**config.mk**
```make
export PLATFORM = sky130hd
export DESIGN_NAME = lag_bcd_encoder
export DESIGN_NICKNAME = d
export VERILOG_FILES = /design/src/rtl/lag_bcd_encoder_pkg.sv /design/src/rtl/lag_bcd_encoder_step.sv /design/src/rtl/lag_bcd_encoder.sv
export SDC_FILE = /design/constraint.sdc
export NUM_CORES = 1
export LEC_CHECK = 0
export CAP_MARGIN = 20
export CORE_MARGIN = 3
export CORE_UTILIZATION = 45
export CTS_CLUSTER_DIAMETER = 50
export DETAILED_ROUTE_END_ITERATION = 10
export PLACE_DENSITY = 0.66
export SLEW_MARGIN = 10
export SYNTH_ARGS = -nofsm -noshare
export SYNTH_HDL_FRONTEND = slang
export SYNTH_SLANG_ARGS = --single-unit
export TNS_END_PERCENT = 20
```
**constraint.sdc**
```tcl
create_clock -name clock -period 8.6 [get_ports clock]
set_input_delay 2.15 -clock clock [delete_from_list [all_inputs] [get_ports clock]]
set_output_delay 2.15 -clock clock [all_outputs]
set_load 0.02 [all_outputs]
```
**src/rtl/lag_bcd_encoder_pkg.sv**
```systemverilog
// Shared constants, state enum and field formatting for lag_bcd_encoder.
// LAG_BCD_LEADING_BLANK_EN turns leading zero digits into blank glyphs.
package lag_bcd_encoder_pkg;

   localparam int LAG_BIN_WIDTH = 17;
   localparam logic [19:0] MAX_BCDCOUNT = 20'hFFFFF;
   localparam logic [3:0] BLANK_DIGIT = 4'hA;

   localparam int BCD_CUR_LSB = 0;
   localparam int BCD_MIN_LSB = 20;
   localparam int BCD_MAX_LSB = 40;
   localparam int BCD_AVG_LSB = 60;
   localparam int FIELD_MAX = 1;

   localparam logic [79:0] RESET_BCDCOUNT =
      (80'(MAX_BCDCOUNT) << BCD_AVG_LSB) |
      (80'(20'h00000) << BCD_MAX_LSB) |
      (80'(MAX_BCDCOUNT) << BCD_MIN_LSB) |
      (80'(MAX_BCDCOUNT) << BCD_CUR_LSB);

`ifdef LAG_BCD_LEADING_BLANK_EN
   localparam bit LEAD_BLANK = 1'b1;
`else
   localparam bit LEAD_BLANK = 1'b0;
`endif

   typedef enum logic [2:0] {
      S_IDLE,
      S_LOAD,
      S_SHIFT,
      S_STORE,
      S_COMMIT
   } lag_state_t;

   // Sentinel for invalid fields, clamp above 99999, optional blanking.
   function automatic logic [19:0] fmt_field(
      input logic [23:0] acc,
      input logic vld,
      input logic is_max
   );
      logic [19:0] r;
      logic lead;
      r = acc[19:0];
      lead = 1'b1;
      if (!vld) begin
         r = is_max ? 20'h00000 : MAX_BCDCOUNT;
      end else if (acc[23:20] != 4'd0) begin
         r = 20'h99999;
      end else if (LEAD_BLANK) begin
         for (int d = 4; d >= 1; d--) begin
            if (lead && r[d*4 +: 4] == 4'd0)
               r[d*4 +: 4] = BLANK_DIGIT;
            else
               lead = 1'b0;
         end
      end
      return r;
   endfunction

endpackage

```
**src/rtl/lag_bcd_encoder_step.sv**
```systemverilog
// One double-dabble iteration: add-3 adjust every digit >= 5,
// then shift the next binary bit into the LSB.
module bcd_dabble_step (
   input  logic [23:0] acc,
   input  logic        bin_bit,
   output logic [23:0] acc_next
);

   logic [23:0] adj;

   always_comb begin
      adj = acc;
      for (int d = 0; d < 6; d++) begin
         if (acc[d*4 +: 4] >= 4'd5)
            adj[d*4 +: 4] = acc[d*4 +: 4] + 4'd3;
      end
      acc_next = (adj << 1) | {23'd0, bin_bit};
   end

endmodule

```
**src/rtl/lag_bcd_encoder.sv**
```systemverilog
// Sequential binary-to-BCD converter for the four lag statistics.
// Optional build macro: LAG_BCD_LEADING_BLANK_EN.
module lag_bcd_encoder
   import lag_bcd_encoder_pkg::*;
#(
   parameter int BIN_WIDTH = LAG_BIN_WIDTH,
   parameter int NUM_FIELDS = 4
) (
   input  logic                         clock,
   input  logic                         reset_n,
   input  logic                         start,
   input  logic [BIN_WIDTH-1:0]         bin_cur,
   input  logic [BIN_WIDTH-1:0]         bin_min,
   input  logic [BIN_WIDTH-1:0]         bin_max,
   input  logic [BIN_WIDTH-1:0]         bin_avg,
   input  logic [NUM_FIELDS-1:0]        valid,
   output logic                         busy,
   output logic                         done,
   output logic [NUM_FIELDS*20-1:0]     bcdcount
);

   localparam int CW = $clog2(BIN_WIDTH + 1);
   localparam int FW = $clog2(NUM_FIELDS);

   lag_state_t state, state_nx;

   logic [BIN_WIDTH-1:0]    shadow [NUM_FIELDS];
   logic [NUM_FIELDS-1:0]   vld_sh;
   logic [FW-1:0]           f;
   logic [BIN_WIDTH-1:0]    sh;
   logic [23:0]             acc;
   logic [23:0]             acc_step;
   logic [CW-1:0]           cnt;
   logic [NUM_FIELDS*20-1:0] staging;
   logic                    last_field;
   logic                    last_bit;

   assign last_field = (f == FW'(NUM_FIELDS - 1));
   assign last_bit = (cnt == CW'(1));
   assign busy = (state != S_IDLE);

   bcd_dabble_step u_step (
      .acc      (acc),
      .bin_bit  (sh[BIN_WIDTH-1]),
      .acc_next (acc_step)
   );

   always_ff @(posedge clock or negedge reset_n) begin
      if (!reset_n)
         state <= S_IDLE;
      else
         state <= state_nx;
   end

   always_comb begin
      state_nx = state;
      unique case (state)
         S_IDLE:   if (start) state_nx = S_LOAD;
         S_LOAD:   state_nx = S_SHIFT;
         S_SHIFT:  if (last_bit) state_nx = S_STORE;
         S_STORE:  state_nx = last_field ? S_COMMIT : S_LOAD;
         S_COMMIT: state_nx = S_IDLE;
         default:  state_nx = S_IDLE;
      endcase
   end

   // Datapath; bcdcount only moves on the COMMIT edge.
   always_ff @(posedge clock or negedge reset_n) begin
      if (!reset_n) begin
         for (int i = 0; i < NUM_FIELDS; i++)
            shadow[i] <= '0;
         vld_sh   <= '0;
         f        <= '0;
         sh       <= '0;
         acc      <= '0;
         cnt      <= '0;
         staging  <= RESET_BCDCOUNT;
         bcdcount <= RESET_BCDCOUNT;
         done     <= 1'b0;
      end else begin
         done <= 1'b0;
         unique case (state)
            S_IDLE: begin
               if (start) begin
                  shadow[0] <= bin_cur;
                  shadow[1] <= bin_min;
                  shadow[2] <= bin_max;
                  shadow[3] <= bin_avg;
                  vld_sh    <= valid;
                  f         <= '0;
               end
            end
            S_LOAD: begin
               sh  <= shadow[f];
               acc <= '0;
               cnt <= CW'(BIN_WIDTH);
            end
            S_SHIFT: begin
               acc <= acc_step;
               sh  <= sh << 1;
               cnt <= cnt - CW'(1);
            end
            S_STORE: begin
               staging[f*20 +: 20] <= fmt_field(
                  acc, vld_sh[f], f == FW'(FIELD_MAX + 1));
               if (!last_field)
                  f <= f + FW'(1);
            end
            S_COMMIT: begin
               bcdcount <= staging;
               done     <= 1'b1;
            end
            default: ;
         endcase
      end
   end

endmodule

```
## Word level (Yosys, flattened, before mapping)

Index checks and enable logic that the tools add are counted.

| cells by class | value |
|---|---|
| magnitude comparators | 8 |
| div/mod/pow operators | 0 |
| shifts and indexed selects | 2 |
| $add $sub $neg | 9 |
| multipliers | 1 |
| bitwise operators | 2 |
| mux-type cells | 27 |
| reduce and logical (&&, ||, !) cells | 8 |
| equality and inequality tests | 10 |

Operator list:

| operator | number |
|---|---|
| 80-bit bitwise mux | 1 |
| 20-bit two-way mux | 4 |
| 20-bit by 34-bit variable shift with 80-bit output (first input constant) | 1 |
| 20-bit by 34-bit variable part select with 80-bit output | 1 |
| 24-bit one-hot mux with 2 select lines | 1 |
| 17-bit binary-select mux with 2-bit select | 1 |
| 17-bit two-way mux | 2 |
| 7-bit negator with 34-bit output | 1 |
| 17-bit one-hot mux with 2 select lines | 1 |
| 4-bit by 3-bit >= comparator with 1-bit output (second input constant) | 6 |
| 24-bit by 1-bit OR with 24-bit output | 1 |
| 4-bit by 2-bit adder with 4-bit output (second input constant) | 5 |
| 4-bit two-way mux | 5 |
| 3-bit two-way mux | 4 |
| 3-bit one-hot mux with 4 select lines | 1 |
| 5-bit one-hot mux with 2 select lines | 1 |
| 3-bit by 2-bit equality test with 1-bit output (second input constant) | 2 |
| 2-bit != test (second input constant) | 3 |
| 5-bit by 1-bit equality test with 1-bit output (second input constant) | 1 |
| 2-bit by 3-bit multiplier with 5-bit output (second input constant) | 1 |
| 5-bit by 1-bit subtractor with 5-bit output (second input constant) | 1 |
| 2-bit equality test (second input constant) | 2 |
| 2-bit two-way mux | 2 |
| 2-bit one-hot mux with 2 select lines | 1 |
| 15 further kinds | 18 |

| storage, ports and cells | value |
|---|---|
| bits in read-only memories | 0 |
| bits in latches | 0 |
| memories | 0 |
| logic and storage cells | 80 |
| bits in registers | 284 |
| RAM bits | 0 |
| output and inout bits | 82 |

## Longest topological paths before layout

Gate-level depths: netlist of run 1.

| logic depth | value |
|---|---|
| word-level depth | 6 |
| gate-level depth with buffers | 12 |
| depth with buffers taken out | 7 |

## Hierarchy

A second synthesis of run 1 with hierarchy kept.

| second synthesis, totals | value |
|---|---|
| cells, all modules | 1102 |
| area, all modules | 13375.3 um^2 |

Modules (own cells, without submodules):

| module | area each (um^2) | instances | cells an instance | seq. area each (um^2) |
|---|---|---|---|---|
| lag_bcd_encoder | 12779.8 | 1 | 1009 | 7257.0 |
| bcd_dabble_step | 595.6 | 1 | 93 | 0.0 |

## Worst setup path before layout of run 1

No wires, ideal clock.

| timing path | value |
|---|---|
| path type | input to register |
| start | input port start |
| end | register shadow[0] in the netlist's numbering |
| stages on the path | 4 |
| buffers on the path | 1 |
| data required time | 8.475 ns |
| slack | 5.394 ns |
| data arrival time | 3.081 ns |
| cell sequence | inv_1 nor2_1 buf_2 mux2_2 |

| on the way | value |
|---|---|
| longest elaborated chain between the ends | 1 |

Ends and longest elaborated chain:

| element | RTL line | text |
|---|---|---|
| from (decl) | lag_bcd_encoder.sv:11 | `input logic start,` |
| 2-bit AND reduction (no line) | - |  |
| to (decl) | lag_bcd_encoder.sv:27 | `logic [BIN_WIDTH-1:0] shadow [NUM_FIELDS];` |

No other way between the ends.
A chain may end at the register's enable or synchronous reset.

## Worst setup path in the final report of run 1

| timing path | value |
|---|---|
| start | register state[2] |
| end | output port busy |

| on the way | value |
|---|---|
| longest elaborated chain between the ends | 1 |

Ends and longest elaborated chain:

| element | RTL line | text |
|---|---|---|
| from (decl) | lag_bcd_encoder.sv:25 | `lag_state_t state, state_nx;` |
| from (signal assigned) | lag_bcd_encoder.sv:52 | `state <= state_nx;` |
| 3-bit nonzero test | lag_bcd_encoder.sv:40 | `assign busy = (state != S_IDLE);` |
| to (decl) | lag_bcd_encoder.sv:17 | `output logic busy,` |

No other way between the ends.

==> metrics.md, run 1 <==
| Metric | Value |
|---|---|
| Synth-to-layout area growth | `21.7%` |
| Gr usage total | `20.9%` |
| Crit end category | `output port` |
| Clock power share | `25.1%` |
| Final-report max-slew violation count | `0` |
| Vias | `9604` |
| Relative slew margins | `28.5%` |
| Combinational group share of total power | `38.2%` |
| Die Wd | `178 um` |
| Layout cells sized above 1 | `30.2%` |
| Post-CTS repair timing setup buffer count | `0` |
| Placed cell count | `1579` |
| Register clock-pin slew on the reported worst setup and hold paths | `60 ps` |
| Largest net degree at the start of global routing | `102` |
| Final min period | `4560 ps` |
| Routability congestion estimate | `0.900` |
| Place WS | `4460 ps` |
| Post-synth EDFFs | `0` |
| YS warnings | `0` |
| Type of origin of the critical path | `flop` |
| Mapped Nets | `1208` |
| Row count | `62` |
| Core box area | `0.0289 mm^2` |
| Fmax achieved | `220 MHz` |
| Via density | `5.86` |
| Drt initial violations | `746` |
| Remaining DRCs | `0` |
| Footprint of the multi-input gates | `0.00566 mm^2` |
| Filler instances | `2434` |
| FFs w/ async S/R, synth | `100%` |
| CTS sink count | `284` |
| Area contributors post-synth | `dfrtp_1 31%, dfstp_2 24%, mux2_2 13%` |
| Max Cap Viol | `0` |
| Pwr dens | `330 mW/mm^2` |
| 1st-pass router iterations | `5` |
| Flop pwr share | `36.7%` |
| Cells after synthesis | `1111` |
| Yosys cell types | `64` |
| Synth Flop Type | `dfrtp_1` |
| Setup slack after layout | `4040 ps` |
| Final Setup Violations | `0` |
| Initial antenna violation count | `0` |
| Worst-margin pin slew | `1070 ps` |
| Hold buffers post-CTS | `0` |
| ANT cells | `0` |
| Routed len/inst | `20.3 um` |
| CP max FO | `27` |
| CTS max path bufs | `3` |
| Data arrival, critical path | `2410 ps` |
| Hold Crit Class | `flop to flop` |
| Vias in the first global route | `9495` |
| Skew-Pair Late Insertion Delay | `560 ps` |
| Synth area leader | `dfrtp_1` |
| Peak VDD IR | `0.000183 V` |
| Mapped Avg Cell Area | `12.0 um^2` |
| Clock Skews | `14.8 ps` |
| RSZ-0062 raised after global routing | `false` |
| Sw power | `2.03 mW` |
| Most frequent cell after synthesis | `dfrtp_1` |
| Post-synth top cells | `164 x dfrtp_1, 156 x mux2_2, 120 x dfstp_2` |
| H-tree depth | `1` |
| Routed wire length | `33200 um` |
| Critical Path RT | `6450 ps` |
| IO Port Bufs | `156` |
| Register area | `0.00726 mm^2` |
| Net Sw Frac | `37.9%` |
| Fin cells | `1639` |
| Cell Area, Synth | `0.0133 mm^2` |
| Die Footprint | `0.0318 mm^2` |
| Grt total ovfl | `0` |
| P_leak | `6.46 nW` |
| Status | `finished, final reports clean` |
| Num CTS Buffers | `31` |
| Register area share after synthesis | `54.4%` |
| Crit share post-route | `53.0%` |
| R2r setup slk | `4910 ps` |
| Chip Height | `178 um` |
| Root Driver | `clkbuf_16` |
| Synthesized flop and latch total | `284` |
| Post-CTS sizing | `0` |
| # nets final | `1327` |
| Share of the synthesized area in the top cell type | `30.7%` |
| Top Ports | `157` |
| CTS tree | `built` |
| Setup TNS | `0 ps` |
| Post-DP HPWL | `22900 um` |
| WS Path Type | `flop to output port` |
| Pint | `3.33 mW` |
| First-pass GRT wire length | `53300 um` |
| Final Hold Fails | `0` |
| Initial core utilization | `46.1%` |
| Antenna Nets Post-Route | `0` |
==> area by class of cell <==
| class | instances | area share (%) |
|---|---|---|
| multi-input cells | 716 | 34.9 |
| clock buffers | 47 | 5.95 |
| repair buffers | 169 | 10.2 |
| clock inverters | 11 | 0.639 |
| well taps | 384 | 2.96 |
| inverters | 28 | 0.647 |
| flip-flops and latches | 284 | 44.7 |
==> worst paths after layout <==
check,end,startpoint,cells after the start
min,staging[4]$_DFFE_PN1P_,staging[4]$_DFFE_PN1P_,2
max reg2reg,staging[8]$_DFFE_PN1P_,f[0]$_DFFE_PN0P_,6
min in group asynchronous,acc[19]$_DFFE_PN0P_,reset_n,1
max,busy,state[2]$_DFFE_PN0P_,2
min reg2reg,staging[4]$_DFFE_PN1P_,staging[4]$_DFFE_PN1P_,2
max in group asynchronous,shadow[18]$_DFFE_PN0P_,reset_n,2
==> critical path: stages (launching register included) <==
cell	delay (ps)
dfrtp_1	660
or3_1	590
clkdlybuf4s50_1	610
==> sequential cells by signal, indices dropped and copies added (netlist names) <==
register  cells
sh           17
shadow       68
done          1
staging      80
vld_sh        4
acc          24
f             2
state         3
cnt           5
bcdcount     80
==> metal layers <==
layer	GRT usage (%)	wire length, um	up-vias
met5	0	0	-
met4	4.94	646	0
met3	4.62	2800	58
met2	31.5	14800	355
met1	31.0	14900	4850
li1	-	-	4341
==> cell families after synthesis <==
group	share of synthesized area, %
mux	17.3
fa+ha+maj	2.06
simple gates	7.15
flops	54.4
xor+xnor	0.787
buf+inv	3.34
compound gates	15.0
==> cells in the final DEF (no fill, tap or decap), types with 25 or more instances in the layout <==
master           instances
a21oi_1                 35
dfstp_2                120
nor2_1                  25
inv_1                   27
mux2_2                 156
dfrtp_1                163
a22oi_1                 26
clkbuf_16               31
o21ai_0                 68
clkdlybuf4s50_1        155
nand2_1                111
==> metrics by stage <==
| step | power [mW] | util, % | cell area, um^2 | hold WS [ps] |
|---|---|---|---|---|
| after floorplan | 3.37 | - | 13300 | 432 |
| after global placement | 3.95 | 52.4 | 15200 | 442 |
| after detailed placement | 3.99 | 52.4 | 15200 | 445 |
| after CTS | 5.36 | 56.1 | 16200 | 453 |
| after global routing | 5.66 | 56.1 | 16200 | 465 |
| final | 5.36 | 56.1 | 16200 | 454 |
==> power groups by stage <==
stage	Clock, mW	Sequential (mW)	Combinational, mW
after detailed placement	0	1.99	2.01
after global routing	1.42	2.02	2.21
after floorplan	0	1.88	1.49
final	1.34	1.97	2.05
after CTS	1.38	1.97	2.01
after global placement	0	1.97	1.97
(Power assumes the default switching activity.)
==> inputs of run 2 (changes only) <==
--- a/config.mk
+++ b/config.mk
@@ -10,7 +10,7 @@
 export CORE_UTILIZATION = 45
 export CTS_CLUSTER_DIAMETER = 50
 export DETAILED_ROUTE_END_ITERATION = 10
-export PLACE_DENSITY = 0.66
+export PLACE_DENSITY = 0.69
 export SLEW_MARGIN = 10
 export SYNTH_ARGS = -nofsm -noshare
 export SYNTH_HDL_FRONTEND = slang
==> constraint.sdc (replaced) <==
create_clock -name clock -period 3.7 [get_ports clock]
set_input_delay 0.925 -clock clock [delete_from_list [all_inputs] [get_ports clock]]
set_output_delay 0.925 -clock clock [all_outputs]
set_load 0.02 [all_outputs]
==> metrics.md, run 2 (same netlist as run 1, synthesis figures left out) <==
| Metric | Value |
|---|---|
| Type of origin of the critical path | `flop` |
| Num CTS Buffers | `34` |
| Clock Skews | `19.0 ps` |
| Synth-to-layout area growth | `23.8%` |
| Fmax achieved | `320 MHz` |
| CP max FO | `18` |
| Routed wire length | `34800 um` |
| Data arrival, critical path | `2200 ps` |
| Peak VDD IR | `0.000427 V` |
| Via density | `5.87` |
| Post-DP HPWL | `24100 um` |
| Filler instances | `2414` |
| Final Setup Violations | `0` |
| Die Footprint | `0.0318 mm^2` |
| Initial antenna violation count | `0` |
| Cell chain of the critical path | `or3_1 -> clkdlybuf4s50_1` |
| Remaining DRCs | `0` |
| Crit end category | `output port` |
| Die Wd | `178 um` |
| Relative slew margins | `31.0%` |
| Routability congestion estimate | `0.887` |
| Hold buffers post-CTS | `0` |
| CTS tree | `built` |
| Skew-Pair Late Insertion Delay | `520 ps` |
| Worst-margin pin slew | `1030 ps` |
| Critical path origin | `state[1]$_DFFE_PN0P_` |
| Row count | `62` |
| Top Ports | `157` |
| Cell depth of the worst flop-to-flop path | `6` |
| Slowest stage delay, CP | `600 ps` |
| Register area | `0.00726 mm^2` |
| Crit path to | `busy` |
| Status | `finished, final reports clean` |
| Drt initial violations | `753` |
| Post-CTS repair timing setup buffer count | `0` |
| # nets final | `1346` |
| Critical Path RT | `2770 ps` |
| Initial core utilization | `46.1%` |
| Largest net degree at the start of global routing | `94` |
| Max Cap Viol | `0` |
| Worst-path cell with the longest stage delay | `clkdlybuf4s50_1` |
| Final-report max-slew violation count | `0` |
| Grt total ovfl | `0` |
| Biggest regs | `bcdcount (80), staging (80), shadow (68)` |
| IO Port Bufs | `156` |
| Register clock-pin slew on the reported worst setup and hold paths | `60 ps` |
| Final min period | `3130 ps` |
| Final hold slack | `456 ps` |
| Chip Height | `178 um` |
| Reg2Reg Capture Point | `staging[70]$_DFFE_PN1P_` |
| H-tree depth | `2` |
| Final Hold Fails | `0` |
| ANT cells | `0` |
| Vias | `9737` |
| RSZ-0062 raised after global routing | `false` |
| First-pass GRT wire length | `55000 um` |
| Post-CTS sizing | `0` |
| Setup TNS | `0 ps` |
| Hold Crit Class | `input port to asynchronous set/reset pin` |
| WS Path Type | `flop to output port` |
| Most common cell after layout, fill and taps aside | `dfrtp_1` |
| Crit share post-route | `84.5%` |
| Footprint of the multi-input gates | `0.00566 mm^2` |
| Antenna Nets Post-Route | `0` |
| R2r setup slk | `880 ps` |
| Core box area | `0.0289 mm^2` |
| Root Driver | `clkbuf_16` |
| Routed len/inst | `21.0 um` |
| CTS sink count | `284` |
| Vias in the first global route | `9746` |
| 1st-pass router iterations | `5` |
| P_leak | `6.59 nW` |
| Gr usage total | `21.7%` |
| Layout cells sized above 1 | `30.7%` |
| Most frequent cells in the layout | `163 x dfrtp_1, 156 x mux2_2, 155 x clkdlybuf4s50_1` |
| FF-to-FF Start | `f[0]$_DFFE_PN0P_` |
| CTS max path bufs | `3` |
| Pwr dens | `780 mW/mm^2` |
run 2: final cells by class:
class                   count  area share, %
multi-input cells         716           34.2
inverters                  28          0.636
flip-flops and latches    284           43.9
well taps                 384           2.91
clock buffers              50           6.00
clock inverters            12           1.17
repair buffers            185           11.1
run 2: power by group:
part           switching [mW]  leakage, nW  total, mW  internal [mW]
sequential              0.551         3.33       4.56           4.01
combinational            2.88         2.68       4.83           1.95
clock                    1.33        0.574       3.49           2.16
run 2: critical path, delay by kind of cell, from the launching register on:
family	cells	cell delay, ps
flops	1	570
buf+inv	1	600
simple gates	1	520
run 2: routing by layer:
layer | global-route usage [%] | vias up | routed length (um)
li1 | - | 4391 | -
met1 | 30.8 | 4868 | 15400
met2 | 33.4 | 414 | 15800
met3 | 5.83 | 64 | 2840
met4 | 5.55 | 0 | 778
met5 | 0 | - | 0
run 2: worst min-delay path by stage:
stage / startpoint / to / slack, ps / cells after the start
after global placement: staging[4]$_DFFE_PN1P_ / staging[4]$_DFFE_PN1P_ / 440 / 2
final: reset_n / acc[17]$_DFFE_PN0P_ / 460 / 1
after detailed placement: staging[4]$_DFFE_PN1P_ / staging[4]$_DFFE_PN1P_ / 460 / 2
after CTS: reset_n / acc[13]$_DFFE_PN0P_ / 470 / 1
after global routing: reset_n / acc[13]$_DFFE_PN0P_ / 490 / 1
after floorplan: staging[4]$_DFFE_PN1P_ / staging[4]$_DFFE_PN1P_ / 430 / 2
run 2: through the flow:
step	cells	setup WS (ps)	total power, mW	utilization, %	instance area, um^2
2_1_floorplan	1111	979	7.82	-	13300
3_3_place_gp	1597	971	9.22	53.0	15300
3_5_place_dp	1597	869	9.35	53.0	15300
4_1_cts	1659	568	12.9	57.1	16500
5_1_grt	1659	468	13.6	57.1	16500
6_report	1659	574	12.9	57.1	16500
